[config.mk]
export PLATFORM = sky130hd
export DESIGN_NAME = vga_pattern_gen
export DESIGN_NICKNAME = d
export VERILOG_FILES = /design/src/rtl/vga_pkg.sv /design/src/rtl/vga_sync_ff.sv /design/src/rtl/vga_pattern_gen.sv
export SDC_FILE = /design/constraint.sdc
export NUM_CORES = 1
export LEC_CHECK = 0
export ABC_CLOCK_PERIOD_IN_PS = 1390
export CORE_AREA = 2 2 78 110
export CTS_CLUSTER_DIAMETER = 80
export DETAILED_ROUTE_END_ITERATION = 10
export DIE_AREA = 0 0 80 112
export GPL_TIMING_DRIVEN = 0
export MAX_ROUTING_LAYER = met4
export PLACE_DENSITY = 0.46
export SETUP_SLACK_MARGIN = 0.15
export SYNTH_ARGS = -nofsm -noshare
export SYNTH_HDL_FRONTEND = slang
export SYNTH_HIERARCHICAL = 1
export SYNTH_SLANG_ARGS = --single-unit
[constraint.sdc]
create_clock -name clk -period 1.39 [get_ports clk]
set_input_delay 0.3475 -clock clk [delete_from_list [all_inputs] [get_ports clk]]
set_output_delay 0.3475 -clock clk [all_outputs]
set_load 0.01 [all_outputs]
[src/rtl/vga_pkg.sv]
// vga_pkg: shared definitions for the VGA test-pattern engine.
//   mode_e      - pattern select encoding used by the active-mode register
//   H_ACTIVE    - default visible width, V_ACTIVE - default visible height
//   R, G, B     - channel index within the {B,G,R} pixel word
package vga_pkg;

    typedef enum logic [1:0] {
        MODE_SOLID   = 2'd0,
        MODE_BLINK   = 2'd1,
        MODE_BARS    = 2'd2,
        MODE_CHECKER = 2'd3
    } mode_e;

    localparam int H_ACTIVE = 640;
    localparam int V_ACTIVE = 480;

    localparam int R = 0;
    localparam int G = 1;
    localparam int B = 2;

endpackage

[src/rtl/vga_sync_ff.sv]
// vga_sync_ff: two-flop synchronizer for slow asynchronous switch inputs.
//   clk   - destination clock
//   rst_n - asynchronous active-low reset, clears both flop stages
//   i_d   - asynchronous input bus (bits are independent slow levels)
//   o_q   - synchronized copy of i_d, two clk cycles later
module vga_sync_ff #(
    parameter int WIDTH = 1
) (
    input  logic             clk,
    input  logic             rst_n,
    input  logic [WIDTH-1:0] i_d,
    output logic [WIDTH-1:0] o_q
);

    logic [WIDTH-1:0] r_meta;
    logic [WIDTH-1:0] r_sync;

    always_ff @(posedge clk or negedge rst_n) begin
        if (!rst_n) begin
            r_meta <= '0;
            r_sync <= '0;
        end else begin
            r_meta <= i_d;
            r_sync <= r_meta;
        end
    end

    assign o_q = r_sync;

endmodule

[src/rtl/vga_pattern_gen.sv]
// vga_pattern_gen: test-pattern and blink engine between the sync timing
// generator and the VGA DAC.
//   clk, rst_n           - pixel clock, asynchronous active-low reset
//   counter_x/counter_y  - pixel / line counters from the timing generator
//   in_display_area      - visible-region flag
//   hsync_in/vsync_in    - raw syncs from the timing generator
//   mode, colour_sel     - asynchronous switches: pattern and {b,g,r} enables
//   pixel                - registered {B,G,R}, COLOR_BITS per channel
//   hsync_out/vsync_out  - syncs delayed to line up with pixel
//   frame_tick           - one-cycle pulse when new switch settings take effect
module vga_pattern_gen import vga_pkg::*; #(
    parameter int COLOR_BITS   = 1,
    parameter int X_W          = 10,
    parameter int H_ACTIVE     = vga_pkg::H_ACTIVE,
    parameter int CNT_W        = 25,
    parameter int BLINK_ON     = 4000000,
    parameter int BLINK_PERIOD = 8000000,
    parameter int SQ_LOG2      = 5,
    parameter int SYNC_ACT_LOW = 1
) (
    input  logic                      clk,
    input  logic                      rst_n,
    input  logic [X_W-1:0]            counter_x,
    input  logic [X_W-1:0]            counter_y,
    input  logic                      in_display_area,
    input  logic                      hsync_in,
    input  logic                      vsync_in,
    input  logic [1:0]                mode,
    input  logic [2:0]                colour_sel,
    output logic [3*COLOR_BITS-1:0]   pixel,
    output logic                      hsync_out,
    output logic                      vsync_out,
    output logic                      frame_tick
);

    localparam int   PW        = 3 * COLOR_BITS;
    localparam int   BAR_W     = H_ACTIVE / 8;
    localparam logic SYNC_IDLE = (SYNC_ACT_LOW != 0);

    // bar = x / BAR_W as a chain of constant compares; x >= H_ACTIVE lands on 7
    function automatic logic [2:0] bar_index(input logic [X_W-1:0] x);
        logic [2:0] b;
        b = 3'd0;
        for (int k = 1; k < 8; k++) begin
            if (x >= X_W'(k * BAR_W)) b = 3'(k);
        end
        return b;
    endfunction

    // each enabled channel is driven all ones, a disabled one all zeros
    function automatic logic [PW-1:0] expand(input logic [2:0] en);
        logic [PW-1:0] p;
        p = '0;
        p[R*COLOR_BITS +: COLOR_BITS] = {COLOR_BITS{en[R]}};
        p[G*COLOR_BITS +: COLOR_BITS] = {COLOR_BITS{en[G]}};
        p[B*COLOR_BITS +: COLOR_BITS] = {COLOR_BITS{en[B]}};
        return p;
    endfunction

    logic [4:0]       w_ctl_sync;
    logic             w_vs_edge;
    logic             w_blink_on;
    logic [2:0]       w_bar;
    logic             w_cell;
    logic [2:0]       w_en;
    logic             w_unused_y;

    logic             r_vs_d;
    mode_e            r_mode;
    logic [2:0]       r_col;
    logic             r_tick;
    logic [CNT_W-1:0] r_cnt;

    logic [X_W-1:0]   r_x_p1;
    logic             r_ycell_p1;
    logic             r_area_p1;
    logic             r_hs_p1;
    logic             r_vs_p1;

    logic [PW-1:0]    r_pixel_p2;
    logic             r_hs_p2;
    logic             r_vs_p2;

    vga_sync_ff #(.WIDTH(5)) u_sync (
        .clk   (clk),
        .rst_n (rst_n),
        .i_d   ({mode, colour_sel}),
        .o_q   (w_ctl_sync)
    );

    // only the square-select bit of y matters to the patterns
    assign w_unused_y = &{1'b0, counter_y};

    // assertion edge of raw vsync: idle level last cycle, active level now
    assign w_vs_edge = (r_vs_d == SYNC_IDLE) && (vsync_in != SYNC_IDLE);

    // switch settings are only adopted at a frame boundary
    always_ff @(posedge clk or negedge rst_n) begin
        if (!rst_n) begin
            r_vs_d <= SYNC_IDLE;
            r_mode <= MODE_SOLID;
            r_col  <= 3'b000;
            r_tick <= 1'b0;
        end else begin
            r_vs_d <= vsync_in;
            r_tick <= w_vs_edge;
            if (w_vs_edge) begin
                r_mode <= mode_e'(w_ctl_sync[4:3]);
                r_col  <= w_ctl_sync[2:0];
            end
        end
    end

    // free-running blink counter, independent of frame updates
    always_ff @(posedge clk or negedge rst_n) begin
        if (!rst_n) begin
            r_cnt <= '0;
        end else if (r_cnt == CNT_W'(BLINK_PERIOD - 1)) begin
            r_cnt <= '0;
        end else begin
            r_cnt <= r_cnt + CNT_W'(1);
        end
    end

    assign w_blink_on = (r_cnt >= CNT_W'(BLINK_ON));

    // ---- stage 1: register position, area and syncs ----
    always_ff @(posedge clk or negedge rst_n) begin
        if (!rst_n) begin
            r_x_p1     <= '0;
            r_ycell_p1 <= 1'b0;
            r_area_p1  <= 1'b0;
            r_hs_p1    <= SYNC_IDLE;
            r_vs_p1    <= SYNC_IDLE;
        end else begin
            r_x_p1     <= counter_x;
            r_ycell_p1 <= counter_y[SQ_LOG2];
            r_area_p1  <= in_display_area;
            r_hs_p1    <= hsync_in;
            r_vs_p1    <= vsync_in;
        end
    end

    assign w_bar  = bar_index(r_x_p1);
    assign w_cell = r_x_p1[SQ_LOG2] ^ r_ycell_p1;

    always_comb begin
        w_en = r_col;
        case (r_mode)
            MODE_SOLID:   w_en = r_col;
            MODE_BLINK:   w_en = w_blink_on ? r_col : 3'b000;
            MODE_BARS:    w_en = w_bar;
            MODE_CHECKER: w_en = w_cell ? ~r_col : r_col;
            default:      w_en = r_col;
        endcase
    end

    // ---- stage 2: colour, blanking mask and aligned syncs ----
    always_ff @(posedge clk or negedge rst_n) begin
        if (!rst_n) begin
            r_pixel_p2 <= '0;
            r_hs_p2    <= SYNC_IDLE;
            r_vs_p2    <= SYNC_IDLE;
        end else begin
            r_pixel_p2 <= r_area_p1 ? expand(w_en) : '0;
            r_hs_p2    <= r_hs_p1;
            r_vs_p2    <= r_vs_p1;
        end
    end

    assign pixel      = r_pixel_p2;
    assign hsync_out  = r_hs_p2;
    assign vsync_out  = r_vs_p2;
    assign frame_tick = r_tick;

endmodule
Yosys cells after proc, flatten, opt, wreduce, memory -nomap -nowiden

Cells that the tools add are included.

Flip-flop bits (word level): 60
Bits in latches: 0
Bits in writable memories: 0
ROM bits: 0
Logic and storage cells: 44
Memories kept: 0

Add/subtract/negate cells: 1
Multiply operators: 0
Div/mod/pow operators: 0
$lt $le $gt $ge: 8
Equality and inequality tests: 4
Shift operators: 0
Muxes and demuxes: 12
Bitwise logic cells: 3
Reductions and logical operators: 2

Operator list:

| cell                                                                                   | number |
|---|---|
| 10-bit by 9-bit greater-or-equal comparator with 1-bit output (second input constant)  | 3 |
| 3-bit 2-to-1 mux                                                                       | 9 |
| 25-bit by 1-bit adder with 25-bit output (second input constant)                       | 1 |
| 25-bit by 23-bit equality test with 1-bit output (second input constant)               | 1 |
| 25-bit by 22-bit greater-or-equal comparator with 1-bit output (second input constant) | 1 |
| 25-bit 2-to-1 mux                                                                      | 1 |
| 10-bit by 8-bit greater-or-equal comparator with 1-bit output (second input constant)  | 2 |
| 3-bit one-hot mux with 4 select lines                                                  | 1 |
| 10-bit greater-or-equal comparator (second input constant)                             | 1 |
| 10-bit by 7-bit greater-or-equal comparator with 1-bit output (second input constant)  | 1 |
| 2-bit equality test (second input constant)                                            | 2 |
| 3-bit inverter                                                                         | 1 |
| 2-bit by 1-bit equality test with 1-bit output (second input constant)                 | 1 |
| 2-bit logical NOT                                                                      | 1 |
| 1-bit logical AND                                                                      | 1 |
| 1-bit 2-to-1 mux                                                                       | 1 |
| 1-bit inverter                                                                         | 1 |
| 1-bit bitwise XOR                                                                      | 1 |

Depth between registers and ports, before layout

Depth in word-level cells: 10
Gate-level depth with buffers: 7
Depth with buffers taken out: 5

By module

The synthesis kept the hierarchy.

Modules (own cells, without submodules):

| module          | times used | cells an instance | area an instance (sq um) | sequential area each (sq um) |
|---|---|---|---|---|
| vga_pattern_gen | 1          | 193               | 2090.8                   | 1156.1 |
| vga_sync_ff     | 1          | 10                | 250.2                    | 250.2 |

Least setup slack after synthesis

OpenSTA, ideal clock, no wires.

Path kind: reg2reg
From: reg r_x_p1[8]
To: reg r_pixel_p2[1], in the netlist pixel[1]
Setup time: 0.119 ns
Arrival: 1.409 ns
Required time: 1.271 ns
Setup slack: -0.138 ns
Stages on the path, launching flop included: 6
Path buffers: 0
Period minus slack after synthesis: 1.528 ns
Cell sequence: dfrtp_1 > inv_1 > maj3_1 > a2111oi_0 > a221oi_1 > o21a_1

Word-level cells in the longest chain between the ends: 9
Elaborated cells between the ends (all ways): 14

Ends and longest elaborated chain:

| what                                                          | RTL line               | source |
|---|---|---|
| start: declaration                                            | vga_pattern_gen.sv:74  | `logic [X_W-1:0] r_x_p1;` |
| start signal: assignment                                      | vga_pattern_gen.sv:136 | `r_x_p1 <= counter_x;` |
| 10-bit by 8-bit greater-or-equal comparator with 1-bit output | vga_pattern_gen.sv:45  | `if (x >= X_W'(k * BAR_W)) b = 3'(k);` |
| 3-bit 2-to-1 mux (5 in series)                                | vga_pattern_gen.sv:45  |  |
| 3-bit 2-to-1 mux (*)                                          | vga_pattern_gen.sv:45  |  |
| 3-bit one-hot mux with 4 select lines (*)                     | vga_pattern_gen.sv:149 | `case (r_mode)` |
| 3-bit 2-to-1 mux (*)                                          | vga_pattern_gen.sv:165 | `r_pixel_p2 <= r_area_p1 ? expand(w_en) : '0;` |
| end signal: assignment                                        | vga_pattern_gen.sv:165 |  |
| end: declaration                                              | vga_pattern_gen.sv:80  | `logic [PW-1:0] r_pixel_p2;` |

Every way passes the cells marked *; elsewhere a longest branch is shown, timed or not.
A chain may end at the register's enable or synchronous reset.

Worst setup path in the final report

From: reg r_cnt[16]
To: reg r_cnt[17]

Word-level cells in the longest chain between the ends: 2
Elaborated cells between the ends (all ways): 3

Ends and longest elaborated chain:

| what                                                                                                                | RTL line                                       | source |
|---|---|---|
| start: declaration                                                                                                  | vga_pattern_gen.sv:72                          | `logic [CNT_W-1:0] r_cnt;` |
| start signal: assignment                                                                                            | vga_pattern_gen.sv:121                         | `r_cnt <= r_cnt + CNT_W'(1);` |
| 25-bit by 1-bit adder with 25-bit output / 25-bit by 23-bit equality test with 1-bit output (equally long branches) | vga_pattern_gen.sv:121, vga_pattern_gen.sv:118 |  |
| 25-bit 2-to-1 mux (*)                                                                                               | vga_pattern_gen.sv:118                         | `end else if (r_cnt == CNT_W'(BLINK_PERIOD - 1)) begin` |

Marks and branches as above.

==> impl_metrics.json <==
{
  "endpoint_kind": "flop",
  "slew_headroom_pct": 68.5,
  "tightest_slew_ns": 0.472,
  "rows": 39,
  "numClockSinks": 56,
  "drt_iter0_drc": 56,
  "yosysSeqAreaShare_pct": 60.1,
  "drive_gt1_share_pct": 37.2,
  "final_max_slew_viol_count": 0,
  "vias_per_cell": 4.56,
  "die_x_um": 80,
  "ir_worst_vdd_v": 0.000548,
  "h-tree-depth": 2,
  "netlist_area_um2": 2340,
  "crit_arrival_ns": 1.71,
  "die_y_um": 112,
  "grt_pass1_wl_mm": 8.08,
  "synth_fa_ha_area_share_pct": 1.50,
  "worstSetupPathType": "flop to flop",
  "grt_pass1_vias": 1697,
  "dp_hpwl_mm": 3.19,
  "switchingPower_w": 0.000793,
  "gp_congestion": 0.749,
  "io_buffers": 22,
  "synth_area_leaders": "dfrtp_1 (56%), xnor2_1 (5.2%), dfstp_2 (4.5%)",
  "hold_violations": 9,
  "synthXorXnorAreaFrac_pct": 9.35,
  "clockPowerShare_pct": 38.9,
  "ant_nets": 0,
  "fin_crit_ns": 1.53,
  "clk_path_buf_depth": 2,
  "wl_per_cell_um": 13.1,
  "drt_first_pass_iters": 4,
  "rsz0062_at_grt": "yes",
  "num_vias": 1642,
  "syn_avg_cell_area_um2": 11.5,
  "cts_tree": "built",
  "regToRegSetupSlack_ns": -0.14,
  "maxCapViolCount": 0,
  "status": "finished with violations",
  "crit_chain": "nor4_4, nand2_1, nor3_4, nor2_1, mux2_4",
  "cp_slowest_cell": "dfrtp_2",
  "p_sw_share_pct": 23.8,
  "leakage_nw": 1.41,
  "diodes": 0,
  "synth-simple-area-share_pct": 19.1,
  "cp_max_fo": 5,
  "synth_top_cell_by_area": "dfrtp_1",
  "dieArea_um2": 8960,
  "setup_slack_ns": -0.136,
  "insertion_delay_ns": 0.30,
  "cts-root-buf": "clkbuf_16",
  "cts.reportedPaths.clkPinSlew_ns": 0.07,
  "clock_skew_ns": 0.00686,
  "track_usage_pct": 12.0,
  "yosys-mux-area-fraction_pct": 1.39,
  "slowest_delay_ns": 0.46,
  "coreArea_um2": 8000,
  "final_core_util_pct": 40.9,
  "ios": 36,
  "synth_cell_types": 42,
  "startpoint_type": "flop",
  "power_density_nw_per_um2": 1020,
  "worst_hold_path_type": "input port to asynchronous set/reset pin",
  "fmax_mhz": 655,
  "area_growth_pct": 39.7,
  "overflow": 0,
  "post-route-period-util_pct": 110,
  "postCtsHoldBufs": 0,
  "synth_top_area_share_pct": 55.6,
  "ys_seq_elements": 56,
  "synth_compound_area_share_pct": 6.31,
  "place_inst": 328,
  "synth_nets": 235,
  "hold_ws_ns": -0.00593,
  "violations": "hold timing, setup timing",
  "cp_data_required_time_ns": 1.57,
  "synth_top_family_by_area": "simple AND/OR/NAND/NOR gates",
  "total_power_w": 0.00333,
  "combinationalPowerShare_pct": 9.0,
  "synth_cells": 203,
  "pwr-share-seq_pct": 52.1,
  "drc": 0,
  "intPower_w": 0.00253,
  "start_util_pct": 29.3,
  "antenna_found_initial": 0,
  "yosys_warnings": 6,
  "fin_nets": 289,
  "grt_max_degree": 38,
  "fin_cells": 360,
  "drt-total-wl_mm": 4.70,
  "finalSetupViolCount": 18,
  "cts_buffers": 5
}
logic make-up (layout without fill, tap and decap cells):
| logic type | Yosys count | in the layout |
|---|---|---|
| adder cells (fa/ha/maj) | 3 | 3 |
| XOR/XNOR | 25 | 25 |
| AO/OA/AOI/OAI | 22 | 22 |
| AND/OR/NAND/NOR | 81 | 81 |
| flip-flops | 56 | 56 |
| multiplexers | 3 | 3 |
| buffers and inverters | 13 | 68 |
repair_timing:
item	CTS	global route
gates cloned	0	0
setup buffers	21	3
setup endpoints to repair	31	31
pin swaps	15	14
gates resized for setup	56	16
power groups by stage:
stage / Combinational (W) / Sequential [W] / Clock (W)
after floorplan: 0.000118 / 0.00177 / 0
after global placement: 0.000263 / 0.00177 / 0
after detailed placement: 0.000271 / 0.00176 / 0
after CTS: 0.000307 / 0.00173 / 0.00135
after global routing: 0.000332 / 0.00174 / 0.00142
final: 0.000299 / 0.00173 / 0.00129
stage by stage:
| step | instance area, µm² | setup TNS, ns | hold slack [ns] | worst slack, ns |
|---|---|---|---|---|
| 5_1_grt | 3270 | -3.31 | 0.0192 | -0.230 |
| 3_5_place_dp | 2760 | -4.88 | 0.334 | -0.343 |
| 3_3_place_gp | 2750 | -106.65 | 0.333 | -1.87 |
| 4_1_cts | 3220 | -1.87 | 0.00891 | -0.151 |
| 6_report | 3270 | -1.44 | -0.00593 | -0.136 |
| 2_1_floorplan | 2400 | -0.229 | 0.0519 | -0.0720 |
sequential cells by signal, summed over array words and instances, names as in the netlist:
register	cells
u_sync/o_q	5
frame_tick	1
r_area_p1	1
r_vs_p1	1
pixel	3
u_sync/r_meta	5
r_x_p1	6
r_col	3
r_mode	2
r_ycell_p1	1
vsync_out	1
hsync_out	1
r_hs_p1	1
r_cnt	25
critical path: cells and delay by family, from the launching register on:
kind	cells	cell delay, ns
AND/OR/NAND/NOR	4	0.70
flip-flops	1	0.46
multiplexers	1	0.25
per-layer routing:
metal	global-route usage, %	up-vias	part of all wire, %
met5	-	-	0
met2	20.6	19	54
li1	-	809	-
met1	13.2	807	42
met3	3.00	7	2.6
met4	4.41	0	1.9
layout make-up:
class | count | area (µm²)
fill | 778 | 4730
sequential | 56 | 1420
multi-input combinational | 134 | 1090
timing repair buffer | 47 | 409
tap | 102 | 128
clock buffer | 5 | 125
buffer | 5 | 42.5
inverter | 8 | 30.0
clock inverter | 3 | 27.5
cell usage after synthesis, drive strengths merged:
master / n
a2111oi: 2
a211oi: 1
a21oi: 3
a221oi: 1
a31o: 1
a31oi: 2
and2: 2
and3: 6
and4: 2
and4b: 1
buf: 3
clkbuf: 2
dfrtp: 52
dfstp: 4
ha: 2
inv: 8
maj3: 1
mux2: 2
mux2i: 1
nand2: 14
nand2b: 1
nand3: 10
nand3b: 1
nand4: 7
nor2: 21
nor2b: 4
nor3: 10
nor4: 2
o211ai: 1
o21a: 2
o21ai: 6
o221ai: 1
o311ai: 1
o31ai: 1
xnor2: 14
xor2: 11
placed cells by master, fill, tap and decap left out, drive strengths merged, types with 6 or more instances in the layout:
| master | instances |
|---|---|
| nor3 | 10 |
| nand2 | 14 |
| xnor2 | 14 |
| nor2 | 21 |
| clkbuf | 8 |
| dfrtp | 52 |
| inv | 9 |
| buf | 34 |
| o21ai | 6 |
| xor2 | 11 |
| clkdlybuf4s50 | 15 |
| nand3 | 10 |
| nand4 | 7 |
| and3 | 6 |
final timing paths:
check	start	to	cells past startpoint
worst max-delay path	r_cnt[16]$_DFF_PN0_	r_cnt[17]$_DFF_PN0_	5
worst min-delay path	rst_n	r_col[2]$_DFFE_PN0P_	1
worst max register to register	r_cnt[16]$_DFF_PN0_	r_cnt[17]$_DFF_PN0_	5
worst min register to register	u_sync/r_meta[3]$_DFF_PN0_	u_sync/o_q[3]$_DFF_PN0_	0
max in group asynchronous	rst_n	r_x_p1[5]$_DFF_PN0_	2
min in group clk	u_sync/r_meta[3]$_DFF_PN0_	u_sync/o_q[3]$_DFF_PN0_	0
Note: power is estimated with default switching activity, not from simulation.
